$ cat src/rtl/sync_pkg.sv
// Shared constants and helpers for the multi-channel event synchroniser.
package sync_pkg;

   localparam int unsigned MODE_TOGGLE = 0;
   localparam int unsigned MODE_RISE   = 1;

   // Smallest r with 2**r >= v.
   function automatic int unsigned clog2(input int unsigned v);
      int unsigned r;
      r = 0;
      for (int unsigned i = 0; i < 32; i++) begin
         if ((64'(1) << i) < 64'(v)) r = i + 1;
      end
      return r;
   endfunction

   function automatic int unsigned chw(input int unsigned n);
      return (clog2(n) < 1) ? 1 : clog2(n);
   endfunction

endpackage

$ cat src/rtl/sync_event_ch.sv
// One event channel: synchroniser, edge detect, saturating pending count, sticky overflow.
module sync_event_ch
   import sync_pkg::*;
#(
   parameter int unsigned NSYNC = 2,
   parameter int unsigned CNTW  = 4,
   parameter int unsigned MODE  = MODE_TOGGLE
) (
   input  logic            clk,
   input  logic            rst_n,
   input  logic            in_lvl,
   input  logic            arm,
   input  logic            served,
   input  logic            ovf_clr,
   output logic [CNTW-1:0] pend,
   output logic            ovf
);

   localparam logic [CNTW-1:0] PEND_MAX = '1;

   logic [NSYNC-1:0] sync_q;
   logic             prev_q;
   logic [CNTW-1:0]  pend_q, pend_d;
   logic             ovf_q, ovf_d;
   logic             sync_c;
   logic             event_c;

   assign sync_c = sync_q[NSYNC-1];

   // prev keeps tracking while disarmed, so arming never sees a stale edge.
   always_comb begin
      event_c = 1'b0;
      pend_d  = pend_q;
      ovf_d   = ovf_q;
      if (arm) begin
         if (MODE == MODE_RISE) event_c = sync_c & ~prev_q;
         else                   event_c = sync_c ^ prev_q;
      end
      if (ovf_clr) ovf_d = 1'b0;
      if (event_c && !served) begin
         if (pend_q == PEND_MAX) ovf_d  = 1'b1;
         else                    pend_d = pend_q + CNTW'(1);
      end else if (served && !event_c && (pend_q != '0)) begin
         pend_d = pend_q - CNTW'(1);
      end
   end

   always_ff @(posedge clk) begin
      if (!rst_n) begin
         sync_q <= '0;
         prev_q <= 1'b0;
         pend_q <= '0;
         ovf_q  <= 1'b0;
      end else begin
         sync_q <= {sync_q[NSYNC-2:0], in_lvl};
         prev_q <= sync_c;
         pend_q <= pend_d;
         ovf_q  <= ovf_d;
      end
   end

   assign pend = pend_q;
   assign ovf  = ovf_q;

endmodule

$ cat src/rtl/sync_event_arb.sv
// Multi-channel event synchroniser with a round-robin valid/ready output port.
module sync_event_arb
   import sync_pkg::*;
#(
   parameter  int unsigned NCH   = 4,
   parameter  int unsigned NSYNC = 2,
   parameter  int unsigned CNTW  = 4,
   parameter  int unsigned MODE  = MODE_TOGGLE,
   localparam int unsigned CHW   = chw(NCH)
) (
   input  logic                clk,
   input  logic                rst_n,
   input  logic [NCH-1:0]      in_lvl,
   output logic                out_valid,
   input  logic                out_ready,
   output logic [CHW-1:0]      out_ch,
   output logic [NCH*CNTW-1:0] pend,
   output logic [NCH-1:0]      ovf,
   input  logic [NCH-1:0]      ovf_clr
);

   localparam int unsigned     ARMW    = clog2(NSYNC + 2);
   localparam logic [ARMW-1:0] ARM_END = ARMW'(NSYNC + 1);

   logic [ARMW-1:0] arm_cnt_q, arm_cnt_d;
   logic            arm_c;
   logic            out_valid_q, out_valid_d;
   logic [CHW-1:0]  out_ch_q, out_ch_d;
   logic [CHW-1:0]  last_q, last_d;
   logic            hs_c;
   logic [NCH-1:0]  served_c;
   logic [NCH-1:0]  avail_c;
   logic [CNTW-1:0] pend_w [NCH];

   assign arm_c = (arm_cnt_q == ARM_END);
   assign hs_c  = out_valid_q & out_ready;

   for (genvar i = 0; i < NCH; i++) begin : g_ch
      assign served_c[i] = hs_c & (out_ch_q == CHW'(i));
      // A channel still has work after this cycle's accept is taken out.
      assign avail_c[i]  = (pend_w[i] > CNTW'(1)) ||
                           ((pend_w[i] == CNTW'(1)) && !served_c[i]);

      sync_event_ch #(
         .NSYNC (NSYNC),
         .CNTW  (CNTW),
         .MODE  (MODE)
      ) u_ch (
         .clk     (clk),
         .rst_n   (rst_n),
         .in_lvl  (in_lvl[i]),
         .arm     (arm_c),
         .served  (served_c[i]),
         .ovf_clr (ovf_clr[i]),
         .pend    (pend_w[i]),
         .ovf     (ovf[i])
      );

      assign pend[i*CNTW +: CNTW] = pend_w[i];
   end

   // Round-robin pick starting after the last granted channel.
   always_comb begin
      int unsigned idx;
      logic        found;
      idx         = 0;
      found       = 1'b0;
      arm_cnt_d   = arm_c ? arm_cnt_q : arm_cnt_q + ARMW'(1);
      out_valid_d = out_valid_q;
      out_ch_d    = out_ch_q;
      last_d      = last_q;
      for (int unsigned k = 1; k <= NCH; k++) begin
         idx = (int'(last_q) + k) % NCH;
         if (!found && avail_c[idx[CHW-1:0]]) begin
            found    = 1'b1;
            out_ch_d = idx[CHW-1:0];
         end
      end
      if (found && (!out_valid_q || hs_c)) begin
         out_valid_d = 1'b1;
         last_d      = out_ch_d;
      end else begin
         out_ch_d = out_ch_q;
         if (hs_c) out_valid_d = 1'b0;
      end
   end

   always_ff @(posedge clk) begin
      if (!rst_n) begin
         arm_cnt_q   <= '0;
         out_valid_q <= 1'b0;
         out_ch_q    <= '0;
         last_q      <= CHW'(NCH - 1);
      end else begin
         arm_cnt_q   <= arm_cnt_d;
         out_valid_q <= out_valid_d;
         out_ch_q    <= out_ch_d;
         last_q      <= last_d;
      end
   end

   assign out_valid = out_valid_q;
   assign out_ch    = out_ch_q;

endmodule

$ cat config.mk
export PLATFORM = sky130hd
export DESIGN_NAME = sync_event_arb
export DESIGN_NICKNAME = d
export VERILOG_FILES = /design/src/rtl/sync_pkg.sv /design/src/rtl/sync_event_ch.sv /design/src/rtl/sync_event_arb.sv
export SDC_FILE = /design/constraint.sdc
export NUM_CORES = 1
export LEC_CHECK = 0
export ABC_AREA = 1
export CORE_ASPECT_RATIO = 1.5
export CORE_MARGIN = 3
export CORE_UTILIZATION = 35
export DETAILED_ROUTE_END_ITERATION = 12
export HOLD_SLACK_MARGIN = 0.03
export SYNTH_ARGS = -nofsm -noshare
export SYNTH_HDL_FRONTEND = slang
export SYNTH_SLANG_ARGS = --single-unit
export TNS_END_PERCENT = 100
$ cat constraint.sdc
create_clock -name clk -period 2.5 [get_ports clk]
set_input_delay 0.25 -clock clk [delete_from_list [all_inputs] [get_ports clk]]
set_output_delay 0.25 -clock clk [all_outputs]
set_load 0.01 [all_outputs]
==> impl_metrics.json <==
{
  "fin_cells": 454,
  "boundaryPins": 34,
  "cp_max_fo": 7,
  "cts_buffer_depth": 2,
  "die_area_mm2": 0.00779,
  "synth-seq-cells": 39,
  "synth_top_cell_by_area": "dfxtp_1",
  "switching_power_w": 0.000865,
  "critPathLaunchType": "flop",
  "synth_seq_area_share_pct": 33.1,
  "total_power_w": 0.00208,
  "p_clk_share_pct": 20.2,
  "yosys_warnings": 0,
  "grt_max_degree": 30,
  "timing.critical_path.slowest_cell_delay_ns": 0.46,
  "avgSynthCellArea_um2": 6.85,
  "cts_setup_buffers": 0,
  "cp_top_family": "simple AND/OR/NAND/NOR gates",
  "final_layout_size_suffix_gt1_share_pct": 11.1,
  "core.rowCount": 36,
  "dr.pass1.iters": 4,
  "htree_levels": 2,
  "die-height_um": 107,
  "fmax_mhz": 491,
  "skew_ns": 0.0123,
  "path_depth": 12,
  "synth_common_cells": "nand2_1, inv_1, dfxtp_1",
  "run_status": "finished clean",
  "worstSetupPathType": "flop to flop",
  "portBuffers": 33,
  "syn-num-nets": 373,
  "hold_viol_final": 0,
  "synthTopCellsByArea": "dfxtp_1, nand2_1, ha_1, inv_1, nand3_1",
  "core_mm2": 0.00653,
  "drc": 0,
  "p_leak_nw": 1.30,
  "worstPathCellList": "ha_1, inv_1, a21oi_1, nand3_1, nand3_1, nand2_1, nand3_1, nand2_1, nand2_1, nand3_1, nand2_1, o211ai_1",
  "vias_per_cell": 4.76,
  "drv_slew": 0,
  "ys_async_sr_fraction_pct": 0,
  "worstRegToRegCells": 12,
  "grt_antenna_before_repair": 0,
  "vias": 2163,
  "switching_share_pct": 41.6,
  "overflow": 0,
  "syn_to_final_growth_pct": 19.5,
  "final.setup.tns_ns": 0,
  "fin_area_mm2": 0.00282,
  "synth_edf_count": 0,
  "period_share_pct": 81.4,
  "grt_pass1_wl_um": 8630,
  "yosysTopAreaCellShare_pct": 33.1,
  "cp_num_buf_inv": 1,
  "dp_hpwl_um": 3840,
  "clkLatencyLatePin_ns": 0.30,
  "worstMarginPinSlew_ns": 0.403,
  "antenna_left": 0,
  "antenna_cells": 0,
  "finalCriticalPeriod_ns": 2.04,
  "track_usage_pct": 13.9,
  "drtIter0Drc": 154,
  "gp_congestion": 0.861,
  "dp.cells": 446,
  "hold_slack_ns": 0.413,
  "internal-power_w": 0.00122,
  "clk_pin_slew_ns": 0.08,
  "cp_slowest_cell": "dfxtp_1",
  "seqPwrFrac_pct": 36.7,
  "grt_pass1_vias": 2029,
  "synthFlopType": "dfxtp_1",
  "worstPathArrival_ns": 2.22,
  "hold_path_depth": 2,
  "cts_hold_buf": 0,
  "initial_core_util_pct": 36.2,
  "synth.distinct_cells": 27,
  "syn-cell-area_mm2": 0.00236,
  "cp.required_ns": 2.68,
  "cellPowerDensity_mw_per_mm2": 737,
  "placed_area_mm2": 0.00274,
  "drt_wl_total_um": 4970,
  "yosysMostFrequentCell": "nand2_1",
  "combPwrFrac_pct": 43.2,
  "cts_sinks": 39,
  "tritoncts": "done",
  "cp-end-kind": "flop",
  "cts_buffers": 5,
  "final_nets": 405,
  "dieWidth_um": 73.1,
  "ir_drop_v": 0.000367,
  "slew_headroom_pct": 73.1,
  "detail_route.wl_per_cell_um": 11.0,
  "synthCells": 345,
  "cap_violations": 0,
  "setup_viol": 0,
  "min_path_type": "flop to flop",
  "post_cts_resized": 0,
  "rsz0062_at_grt": "no",
  "root_buffer": "clkbuf_8"
}
==> registers in the layout (all words and copies together), names as in the netlist <==
| name | cells |
|---|---|
| last_q | 2 |
| g_ch.u_ch.ovf | 4 |
| g_ch.u_ch.prev_q | 4 |
| arm_cnt_q | 2 |
| g_ch.u_ch.sync_q | 8 |
| g_ch.u_ch.pend | 16 |
| out_ch | 2 |
| out_valid | 1 |
==> area by class of cell <==
class / instances / area (µm²)
fillers: 674 / 3710
multi-input cells: 237 / 1300
flip-flops and latches: 39 / 781
repair buffers: 34 / 338
inverters: 60 / 225
well taps: 76 / 95.1
clock buffers: 5 / 68.8
clock inverters: 3 / 15.0
==> final timing paths <==
path	from	end	slack, ns
max	g_ch[2].u_ch.pend[0]	last_q[0]	0.46
max reg2reg	g_ch[2].u_ch.pend[0]	last_q[0]	0.46
min	g_ch[1].u_ch.sync_q[0]	g_ch[1].u_ch.sync_q[1]	0.41
min reg2reg	g_ch[1].u_ch.sync_q[0]	g_ch[1].u_ch.sync_q[1]	0.41
==> cells by family after synthesis <==
logic type / after synthesis / share of synthesized area, %
and+or+nand+nor: 160 / 31.0
AOI/OAI and AO/OA: 55 / 12.8
buffers and inverters: 69 / 11.9
adders and majority gates: 17 / 9.00
DFF: 39 / 33.1
xor gates and xnor gates: 5 / 2.17
==> worst register-to-register path, stage by stage, from the launching register on <==
cell and delay [ns]:
dfxtp_1 0.46, ha_1 0.22, inv_1 0.07, a21oi_1 0.22
nand3_1 0.19, nand3_1 0.12, nand2_1 0.11, nand3_1 0.14
nand2_1 0.06, nand2_1 0.06, nand3_1 0.09, nand2_1 0.09
o211ai_1 0.08
==> through the flow <==
stage	worst slack [ns]	utilization [%]
after floorplan	0.715	-
after global placement	0.417	41.9
after detailed placement	0.398	41.9
after CTS	0.445	43.2
after global routing	0.230	43.2
final	0.465	43.2
==> power groups by stage <==
stage | Sequential [W] | Clock [W] | Combinational [W]
2_1_floorplan | 0.000741 | 0 | 0.000739
3_3_place_gp | 0.000777 | 0 | 0.000889
3_5_place_dp | 0.000777 | 0 | 0.000896
4_1_cts | 0.000761 | 0.000442 | 0.000901
5_1_grt | 0.000772 | 0.000472 | 0.00102
6_report | 0.000763 | 0.000420 | 0.000898
==> cell usage in the layout (no fill, tap or decap), drive strengths merged <==
cell type       n
nand2          78
inv            58
dfxtp          39
nor2           36
nand3          34
clkdlybuf4s50  33
a21oi          24
o21ai          24
ha             17
nor4            8
o211ai          5
clkbuf          5
clkinv          5
nand4           4
xnor2           3
xor2            2
a211oi          1
o22ai           1
buf             1
==> routing by layer <==
metal / vias to the layer above / track usage (%) / wire length (µm)
li1: 1170 / - / -
met1: 962 / 15.7 / 2080
met2: 24 / 24.1 / 2610
met3: 7 / 3.75 / 194
met4: 0 / 5.94 / 91
met5: - / 0 / 0
Note: power is estimated with default switching activity, not from simulation.
